$ cat src/rtl/hc04_pkg.sv
// Shared definitions for the HC-SR04 ranger: state encoding and default timing.
package hc04_pkg;

  typedef enum logic [2:0] {
    IDLE      = 3'd0,
    TRIG      = 3'd1,
    WAIT_RISE = 3'd2,
    MEASURE   = 3'd3,
    HOLDOFF   = 3'd4
  } state_t;

  localparam int DEF_CLK_MHZ    = 50;
  localparam int DEF_TRIG_US    = 12;
  localparam int DEF_TIMEOUT_US = 30000;
  localparam int DEF_HOLDOFF_US = 60000;
  localparam int DEF_W          = 16;

  // Sensor-side figures, used by the echo model that drives the ranger.
  localparam int SENSOR_TRIG_MIN_US = 10;
  localparam int ECHO_DELAY_NS      = 1000;

endpackage

$ cat src/rtl/hc04_ranger_if.sv
// Request/result handshake between the sensor scheduler and one ranger.
interface hc04_ranger_if #(
  parameter int W = 16
) ();
  logic         start;
  logic         busy;
  logic [W-1:0] result_us;
  logic         result_valid;
  logic         timeout;

  modport master (output start, input busy, result_us, result_valid, timeout);
  modport slave  (input start, output busy, result_us, result_valid, timeout);
endinterface

$ cat src/rtl/us_ticker.sv
// Microsecond prescaler: free-runs 0..CLK_MHZ-1 and pulses us_tick on the wrap.
module us_ticker #(
  parameter int CLK_MHZ = 50
) (
  input  logic clk,
  input  logic rst,
  input  logic clear,
  output logic us_tick
);
  localparam int CW = $clog2(CLK_MHZ);
  localparam logic [CW-1:0] LAST = CW'(CLK_MHZ - 1);

  logic [CW-1:0] cnt;

  // clear lands one clk after the state change; that clk already belongs to the
  // new phase, hence the reload to 1 rather than 0.
  assign us_tick = !clear && (cnt == LAST);

  always_ff @(posedge clk or posedge rst) begin
    if (rst)              cnt <= '0;
    else if (clear)       cnt <= CW'(1);
    else if (cnt == LAST) cnt <= '0;
    else                  cnt <= cnt + CW'(1);
  end
endmodule

$ cat src/rtl/hc04_ranger.sv
// HC-SR04 initiator: fires the trigger pulse on request and times the echo in us,
// reporting a width or a timeout, then enforces the sensor's re-trigger holdoff.
module hc04_ranger
  import hc04_pkg::*;
#(
  parameter int CLK_MHZ    = DEF_CLK_MHZ,
  parameter int TRIG_US    = DEF_TRIG_US,
  parameter int TIMEOUT_US = DEF_TIMEOUT_US,
  parameter int HOLDOFF_US = DEF_HOLDOFF_US,
  parameter int W          = DEF_W
) (
  input  logic         clk,
  input  logic         rst,
  hc04_ranger_if.slave bus,
  output logic         hc04_trigger,
  input  logic         hc04_echo
);
  localparam int TW = W + 1;
  localparam logic [W-1:0]  TRIG_N    = W'(TRIG_US);
  localparam logic [W-1:0]  TIMEOUT_N = W'(TIMEOUT_US);
  localparam logic [TW-1:0] HOLD_N    = TW'(HOLDOFF_US);

  state_t        state;
  logic [2:0]    echo_sync;
  logic          echo_s, echo_rise, echo_fall;
  logic          phase_restart, us_tick;
  logic [W-1:0]  us_cnt, us_now;
  logic [TW-1:0] tot_us;
  logic          busy_q, valid_q, timeout_q;
  logic [W-1:0]  result_q;

  us_ticker #(.CLK_MHZ(CLK_MHZ)) u_ticker (
    .clk     (clk),
    .rst     (rst),
    .clear   (phase_restart),
    .us_tick (us_tick)
  );

  // [1:0] is the synchronizer, [2] the previous synchronized value for edge detect.
  always_ff @(posedge clk or posedge rst) begin
    // NOTE: non-blocking so each stage takes its neighbour's pre-edge value;
    // blocking here would collapse the chain into a single flop.
    if (rst) echo_sync <= '0;
    else     echo_sync <= {echo_sync[1:0], hc04_echo};
  end

  assign echo_s    = echo_sync[1];
  assign echo_rise = echo_sync[1] & ~echo_sync[2];
  assign echo_fall = ~echo_sync[1] & echo_sync[2];

  // Counter value as of this edge, so "reaches N" and a coinciding fall agree.
  assign us_now = (us_tick && us_cnt != '1) ? us_cnt + W'(1) : us_cnt;

  always_ff @(posedge clk or posedge rst) begin
    if (rst) begin
      state         <= IDLE;
      hc04_trigger  <= 1'b0;
      busy_q        <= 1'b0;
      valid_q       <= 1'b0;
      timeout_q     <= 1'b0;
      result_q      <= '0;
      phase_restart <= 1'b0;
      us_cnt        <= '0;
      tot_us        <= '0;
    end else begin
      valid_q       <= 1'b0;
      phase_restart <= 1'b0;
      if (us_tick && us_cnt != '1) us_cnt <= us_cnt + W'(1);
      if (us_tick && tot_us != '1) tot_us <= tot_us + TW'(1);

      unique case (state)
        IDLE: if (bus.start) begin
          busy_q        <= 1'b1;
          phase_restart <= 1'b1;
          us_cnt        <= '0;
          tot_us        <= '0;
          if (echo_s) begin
            // Echo already high before triggering: the sensor is stuck.
            state     <= HOLDOFF;
            valid_q   <= 1'b1;
            timeout_q <= 1'b1;
            result_q  <= '0;
          end else begin
            state        <= TRIG;
            hc04_trigger <= 1'b1;
          end
        end

        TRIG: if (us_now == TRIG_N) begin
          hc04_trigger  <= 1'b0;
          state         <= WAIT_RISE;
          phase_restart <= 1'b1;
          us_cnt        <= '0;
        end

        WAIT_RISE: begin
          if (echo_rise) begin
            state         <= MEASURE;
            phase_restart <= 1'b1;
            us_cnt        <= '0;
          end else if (us_now == TIMEOUT_N) begin
            state         <= HOLDOFF;
            phase_restart <= 1'b1;
            us_cnt        <= '0;
            valid_q       <= 1'b1;
            timeout_q     <= 1'b1;
            result_q      <= '0;
          end
        end

        MEASURE: begin
          if (echo_fall) begin
            state         <= HOLDOFF;
            phase_restart <= 1'b1;
            us_cnt        <= '0;
            valid_q       <= 1'b1;
            timeout_q     <= 1'b0;
            result_q      <= us_now;
          end else if (us_now == TIMEOUT_N) begin
            state         <= HOLDOFF;
            phase_restart <= 1'b1;
            us_cnt        <= '0;
            valid_q       <= 1'b1;
            timeout_q     <= 1'b1;
            result_q      <= TIMEOUT_N;
          end
        end

        HOLDOFF: if (tot_us >= HOLD_N) begin
          state  <= IDLE;
          busy_q <= 1'b0;
        end

        default: state <= IDLE;
      endcase
    end
  end

  assign bus.busy         = busy_q;
  assign bus.result_us    = result_q;
  assign bus.result_valid = valid_q;
  assign bus.timeout      = timeout_q;
endmodule

$ cat src/flat_wrapper.sv
// flat-port wrapper written by rule: the top's interface ports become plain ports
module hc04_ranger_flat import hc04_pkg::*;
#(
  parameter int CLK_MHZ    = DEF_CLK_MHZ,
  parameter int TRIG_US    = DEF_TRIG_US,
  parameter int TIMEOUT_US = DEF_TIMEOUT_US,
  parameter int HOLDOFF_US = DEF_HOLDOFF_US,
  parameter int W          = DEF_W
)
  (clk, rst, hc04_trigger, hc04_echo, bus_start, bus_busy, bus_result_us, bus_result_valid, bus_timeout);
  hc04_ranger_if #(.W(W)) bus_i ();
  input  logic clk;
  input  logic rst;
  output logic hc04_trigger;
  input  logic hc04_echo;
  input wire logic [$bits(bus_i.start)-1:0] bus_start;
  output wire logic [$bits(bus_i.busy)-1:0] bus_busy;
  output wire logic [$bits(bus_i.result_us)-1:0] bus_result_us;
  output wire logic [$bits(bus_i.result_valid)-1:0] bus_result_valid;
  output wire logic [$bits(bus_i.timeout)-1:0] bus_timeout;
  assign bus_i.start = bus_start;
  assign bus_busy = bus_i.busy;
  assign bus_result_us = bus_i.result_us;
  assign bus_result_valid = bus_i.result_valid;
  assign bus_timeout = bus_i.timeout;
  hc04_ranger #(.CLK_MHZ(CLK_MHZ), .TRIG_US(TRIG_US), .TIMEOUT_US(TIMEOUT_US), .HOLDOFF_US(HOLDOFF_US), .W(W)) u_core (.clk(clk), .rst(rst), .bus(bus_i), .hc04_trigger(hc04_trigger), .hc04_echo(hc04_echo));
endmodule
$ cat config.mk
export PLATFORM = sky130hd
export DESIGN_NAME = hc04_ranger_flat
export DESIGN_NICKNAME = d
export VERILOG_FILES = /design/src/rtl/hc04_pkg.sv /design/src/rtl/hc04_ranger_if.sv /design/src/rtl/us_ticker.sv /design/src/rtl/hc04_ranger.sv /design/src/flat_wrapper.sv
export SDC_FILE = /design/constraint.sdc
export NUM_CORES = 1
export LEC_CHECK = 0
export BUFFER_PORTS_ARGS = -buffer_cell sky130_fd_sc_hd__buf_4
export CORE_ASPECT_RATIO = 0.5
export CORE_MARGIN = 2
export CORE_UTILIZATION = 45
export DETAILED_ROUTE_END_ITERATION = 10
export HOLD_SLACK_MARGIN = 0.05
export PLACE_DENSITY = 0.73
export SLEW_MARGIN = 40
export SYNTH_ARGS = -nofsm -noshare
export SYNTH_HDL_FRONTEND = slang
export SYNTH_HIERARCHICAL = 1
export SYNTH_SLANG_ARGS = --single-unit
$ cat constraint.sdc
create_clock -name clk -period 7.1 [get_ports clk]
set_clock_uncertainty 0.05 [all_clocks]
set_input_delay 0.355 -clock clk [delete_from_list [all_inputs] [get_ports clk]]
set_output_delay 0.355 -clock clk [all_outputs]
set_load 0.02 [all_outputs]
* After elaboration in Yosys (flattened, before gate mapping) *
Index checks and enable logic that the tools add are counted.

storage, ports and cells
  flip-flop bits (word level) = 66
  memory bits (writable) = 0
  memories kept = 0
  input port bits = 4
  output and inout port bits = 20
  ROM bits = 0
  logic and storage cells = 99
  latch bits = 0

cells by class
  reduce and logical (&&, ||, !) cells = 13
  $mul = 0
  equal/unequal tests = 17
  magnitude comparators = 1
  shift-type cells = 0
  bitwise operators = 4
  div/mod/pow operators = 0
  add/subtract/negate cells = 3
  mux-type cells = 50

operators by type and width
  cell                     count
  $mux W16                 12
  $pmux W16 S4             1
  $mux W17                 3
  $pmux W16 S3             1
  $mux W3                  7
  $mux W1                  18
  $add A17 B1 Y17 const B  1
  $ge A17 B16 Y1 const B   1
  $ne A17 B17 Y1 const B   1
  $add A16 B1 Y16 const B  1
  $eq A16 B15 Y1 const B   1
  $eq A16 B4 Y1 const B    1
  $ne A16 B16 Y1 const B   1
  $pmux W3 S5              1
  $mux W6                  2
  $ne A2 B1 Y1 const B     4
  $reduce_and A4 Y1        2
  $add A6 B1 Y6 const B    1
  $eq A3 B2 Y1 const B     2
  $eq A6 B6 Y1 const B     1
  $ne A2 B2 Y1 const B     3
  $pmux W1 S3              2
  $reduce_and A3 Y1        2
  $reduce_and A6 Y1        1
  12 further kinds         18

* Logic depth before layout (Yosys ltp) *
  depth after elaboration = 8
  mapped depth = 14
  depth with buffers taken out = 11

* Modules after synthesis *
The synthesis kept the hierarchy.

by module, submodules not included
  module       cells an instance  times used  area each (um2)  sequential area each (um2)
  hc04_ranger  357                1           3288.2           1501.4
  us_ticker    29                 1           294.0            150.1

* Least setup slack after synthesis *
OpenSTA, ideal clock, no wires.

  path kind = reg2reg
  start point = reg u_core.u_ticker.cnt[1]
  end point = reg u_core.result_q[6] (netlist: u_core/bus.result_us[6])
  slack = 3.777 ns
  arrival = 3.138 ns
  stages on the path, launching flop included = 15
  cells stage by stage = dfrtp_1 > inv_1 > ha_1 > nand4_1 > nor2_1 > clkbuf_1 > nand2_1 > a2111oi_4 > xnor2_1 > or3b_1 > or4_1 > buf_2 > nor4_4 > buf_6 > o22ai_1

between the ends
  longest elaborated chain between the ends = 7

ends and longest elaborated chain
  item                                                    RTL line                                RTL
  start, declared                                         us_ticker.sv:13                         logic [CW-1:0] cnt;
  start signal, assigned                                  us_ticker.sv:23                         else cnt <= cnt + CW'(1);
  $eq A6 B6 Y1 (*)                                        us_ticker.sv:17                         assign us_tick = !clear && (cnt == LAST);
  $logic_and A1 B1 Y1 (*)                                 us_ticker.sv:17
  net u_core.us_tick                                      hc04_ranger.sv:26                       logic phase_restart, us_tick;
  $logic_and A1 B1 Y1 (*)                                 hc04_ranger.sv:52                       assign us_now = (us_tick && us_cnt != '1) ? us_cnt + W'(1) : us_cnt;
  $mux W16 (*)                                            hc04_ranger.sv:52
  $eq A16 B15 Y1                                          hc04_ranger.sv:101, hc04_ranger.sv:119
  $ne A3 B1 Y1 (no line) or $ne A2 B1 Y1 (tied branches)  -
  $reduce_and A6 Y1 (no line)                             -
  end signal, assigned                                    hc04_ranger.sv:118                      result_q <= us_now;
  end, declared                                           hc04_ranger.sv:30                       logic [W-1:0] result_q;

Mark *: on every way through the listed nets, which the timed path passes. The rest lies on a longest branch.
A chain may end at the register's enable or synchronous reset.

* Final worst setup path *
  start point = reg u_core.u_ticker.cnt[2]
  end point = reg u_core.us_cnt[10]

between the ends
  longest elaborated chain between the ends = 8

ends and longest elaborated chain
  item                                RTL line                                RTL
  $eq A6 B6 Y1 (*)                    us_ticker.sv:17
  $logic_and A1 B1 Y1 (*)             us_ticker.sv:17
  net u_core.us_tick                  hc04_ranger.sv:26
  $logic_and A1 B1 Y1 (*)             hc04_ranger.sv:52, hc04_ranger.sv:68
  $mux W16 (*)                        hc04_ranger.sv:52, hc04_ranger.sv:68
  $eq A16 B15 Y1                      hc04_ranger.sv:101, hc04_ranger.sv:119
  $mux W16                            hc04_ranger.sv:101, hc04_ranger.sv:119
  $mux W16, on equally long branches  hc04_ranger.sv:112, hc04_ranger.sv:97
  $pmux W16 S4 (*)                    hc04_ranger.sv:71                       unique case (state)
  end signal, assigned                hc04_ranger.sv:68                       if (us_tick && us_cnt != '1) us_cnt <= us_cnt + W'(1);
  end, declared                       hc04_ranger.sv:27                       logic [W-1:0] us_cnt, us_now;

Marked as above.

==> results by group <==
Status
  • Outcome: finished clean

Cells and area
  • Final Core Density: 0.546
  • # fillers: 670
  • Final instance area: 4110 um^2
  • Share of layout cells above drive strength 1: 0.117
  • Final Non-Filler Cells: 518
  • Area Overhead vs Synth: 14.6%
  • Final nets: 417
  • N_diodes: 0

Worst hold path
  • Hold path cells: 1
  • Worst hold path class: in2reg

Power
  • VDD IR-drop max: 105 uV
  • Final Power: 959 uW
  • Pwr per Cell Area: 234 nW/um^2
  • Leak: 1.73 nW

Route
  • Drt first pass iters: 5
  • Detailed Route WL: 8310 um
  • DR iter-0 viols: 403
  • Routed len/inst: 16.0 um
  • Via count: 2991
  • # DRC: 0
  • Via density: 5.77
  • Routed Antenna Nets: 0

Critical path
  • Reg2Reg Depth: 10
  • CP Launch Type: flip-flop
  • Worst R2R Setup Slack: 3020 ps
  • Kind of cell adding the most delay to the critical path: simple AND/OR/NAND/NOR gates
  • Worst EP arrival: 4200 ps
  • CP Class: reg2reg
  • Stages on worst setup path: 10
  • Worst Path Required: 7220 ps
  • Bufs and invs on worst path: 0
  • Largest stage delay on the critical path: 650 ps
  • Maximum net fanout on the critical path: 15
  • CP Capture Type: flip-flop
  • Critical Path, Cell by Cell: nor2_1, nand4_1, nor2_1, nand4_1, nor3_1, a21oi_1, nand4b_1, or4_1, o211ai_2, a31oi_1
  • CP max stage cell: or4_1

Place
  • Dpl cells: 503
  • RePlAce Congestion: 0.934
  • IO Port Bufs: 23
  • Dpl cell area: 3830 um^2
  • Sum of net half-perimeters after detailed placement: 5820 um
  • Setup Slack @ Placement: 3120 ps

CTS
  • Clk buf depth: 2
  • Cts bufs inserted: 9
  • CTS tree: done
  • CTS Hold Bufs: 1
  • Setup bufs post-CTS: 0
  • Clk Latency, worst-skew pair: 320 ps
  • H-Tree Depth: 3
  • CTS Sinks: 66
  • Clock-pin slew on the worst setup and hold paths: 50 ps
  • CTS root buffer: clkbuf_16
  • Post-cts gate resize count: 0

Floorplanning
  • Core area: 7510 um^2
  • IO Pins: 24
  • Die width: 130 um
  • Initial Util: 0.477
  • Std-Cell Rows: 22
  • Die Y-Extent: 67.1 um
  • Die ar.: 8730 um^2

Synth
  • #FFs+latches synth: 66
  • Post-synthesis cell type count: 51
  • Synth Net Count: 396
  • Syn_area_per_cell: 9.28 um^2
  • Yosys warning count: 6
  • Post-synth EDFFs: 0
  • Synth Instances: 386
  • Fraction of the yosys area taken by sequential cells: 0.461
  • Post-synth ARST share: 1.00
  • Mapped cell area: 3580 um^2
  • Synth Flop Type: dfrtp_1

STA
  • Tcrit/Tclk final: 0.575
  • Final WS setup: 3020 ps
  • Max Freq: 0.245 GHz
  • WHS: 84.7 ps
  • Slew Limit Fails: 0
  • Slew headroom: 0.499
  • # setup viols final: 0
  • Slew @ Worst Pin: 745 ps
  • Post-route setup TNS: 0 ps
  • RSZ-0062 raised after global routing: false
  • Final hold violations: 0
  • Period minus WS final: 4080 ps

GRT
  • Layer with the highest usage: met2
  • Met1 usage: 0.297
  • Vias in the first global route: 2856
  • Met3 Use GR: 0.0570
  • Total grt overflow: 0
  • GRT Overall Usage: 0.213
  • Initial antenna violation count: 0
  • Largest net degree at the start of global routing: 61
  • First-pass GRT wire length: 14100 um
  • Met2 Usage GRT: 0.317

Run
  • Max Cap Viol: 0
[cells in the final DEF, fill, tap and decap left out, types with 3 or more instances in the layout]
cell        n
a211o_1     4
a21oi_1    11
a31oi_1    19
and2_1      3
and3_1      6
and4_1      5
buf_4      24
clkbuf_16   9
dfrtp_1    66
ha_1        6
inv_1      10
mux2i_1     5
nand2_1    51
nand3_1    14
nand4_1    19
nand4b_1    4
nor2_1     40
nor2b_1     8
nor3_1      6
nor4_1      4
o21ai_0    10
o22ai_1    16
or3_1       5
xnor2_1     7
xor2_1     15
[flip-flops by register name, summed over array words and instances (netlist names)]
name / count
u_core/bus.timeout: 1
u_core/state: 3
u_core/bus.busy: 1
u_core/phase_restart: 1
u_core/echo_sync: 3
u_core/u_ticker/cnt: 6
u_core/us_cnt: 16
u_core/hc04_trigger: 1
u_core/bus.result_valid: 1
u_core/tot_us: 17
u_core/bus.result_us: 16
[power by group]
| group | total, mW | switching [mW] | internal [mW] |
|---|---|---|---|
| Clock | 0.388 | 0.148 | 0.240 |
| Combinational | 0.140 | 0.0959 | 0.0445 |
| Sequential | 0.430 | 0.0289 | 0.401 |
| Total | 0.959 | 0.273 | 0.686 |
[worst register-to-register path, cell delays in order (launching register included)]
cell,delay (ps)
dfrtp_1,420
nor2_1,170
nand4_1,140
nor2_1,440
nand4_1,190
nor3_1,620
a21oi_1,170
nand4b_1,240
or4_1,650
o211ai_2,650
a31oi_1,190
[cells in the mapped netlist (2+ instances only)]
| library cell | number | area share |
|---|---|---|
| and3_1 | 6 | 0.010 |
| o22ai_1 | 16 | 0.028 |
| mux2_2 | 2 | 0.0063 |
| inv_1 | 11 | 0.012 |
| or4_1 | 2 | 0.0042 |
| or3_1 | 5 | 0.0087 |
| nand2b_1 | 2 | 0.0035 |
| a31oi_1 | 19 | 0.033 |
| nor2b_1 | 8 | 0.014 |
| a21o_1 | 2 | 0.0042 |
| o211a_1 | 2 | 0.0056 |
| xor2_1 | 15 | 0.037 |
| nor3_1 | 6 | 0.0084 |
| nor4_1 | 5 | 0.0087 |
| nand3_1 | 14 | 0.020 |
| o21bai_1 | 2 | 0.0042 |
| and2_1 | 3 | 0.0052 |
| o31a_1 | 2 | 0.0049 |
| xnor2_1 | 7 | 0.017 |
| and4_1 | 5 | 0.012 |
| o31ai_1 | 2 | 0.0042 |
| a41oi_1 | 2 | 0.0049 |
| a21oi_1 | 11 | 0.015 |
| a211o_1 | 4 | 0.0098 |
| buf_2 | 3 | 0.0042 |
| o21ai_0 | 10 | 0.014 |
| buf_6 | 3 | 0.0094 |
| clkbuf_1 | 10 | 0.010 |
| nor2_1 | 40 | 0.042 |
| nand4_1 | 19 | 0.033 |
| dfrtp_1 | 66 | 0.46 |
| mux2i_1 | 5 | 0.014 |
| ha_1 | 6 | 0.021 |
| nand2_1 | 51 | 0.053 |
| nand4b_1 | 4 | 0.0098 |
[path summary, 6_finish.rpt]
path / endpoint / start
min in group asynchronous: u_core/u_ticker/cnt[0]$_DFF_PP0_ / rst
setup / recovery: u_core/us_cnt[10]$_DFF_PP0_ / u_core/u_ticker/cnt[2]$_DFF_PP0_
hold / removal: u_core/echo_sync[0]$_DFF_PP0_ / hc04_echo
hold reg to reg: u_core/echo_sync[1]$_DFF_PP0_ / u_core/echo_sync[0]$_DFF_PP0_
max in group asynchronous: u_core/bus.result_us[15]$_DFFE_PP0P_ / rst
setup reg to reg: u_core/us_cnt[10]$_DFF_PP0_ / u_core/u_ticker/cnt[2]$_DFF_PP0_
[kinds of logic after synthesis]
logic type      after synthesis  synth area share
fa+ha+maj                     6            0.0210
xor+xnor                     22            0.0538
mux                           7            0.0203
simple gates                175             0.248
compound gates               82             0.159
flops                        66             0.461
buf+inv                      28            0.0367
[metal layers]
layer	vias up	part of all wire
met5	-	0
met4	0	0.017
met3	16	0.055
met2	82	0.44
met1	1440	0.49
li1	1453	-
[cell type report]
class | count | area [um^2] | area share
clock inverters | 3 | 17.5 | 0.00427
flip-flops and latches | 66 | 1650 | 0.402
well taps | 108 | 135 | 0.0329
repair buffers | 27 | 213 | 0.0518
inverters | 11 | 41.3 | 0.0101
multi-input cells | 292 | 1810 | 0.440
clock buffers | 11 | 243 | 0.0591
Note: power is estimated with default switching activity, not from simulation.
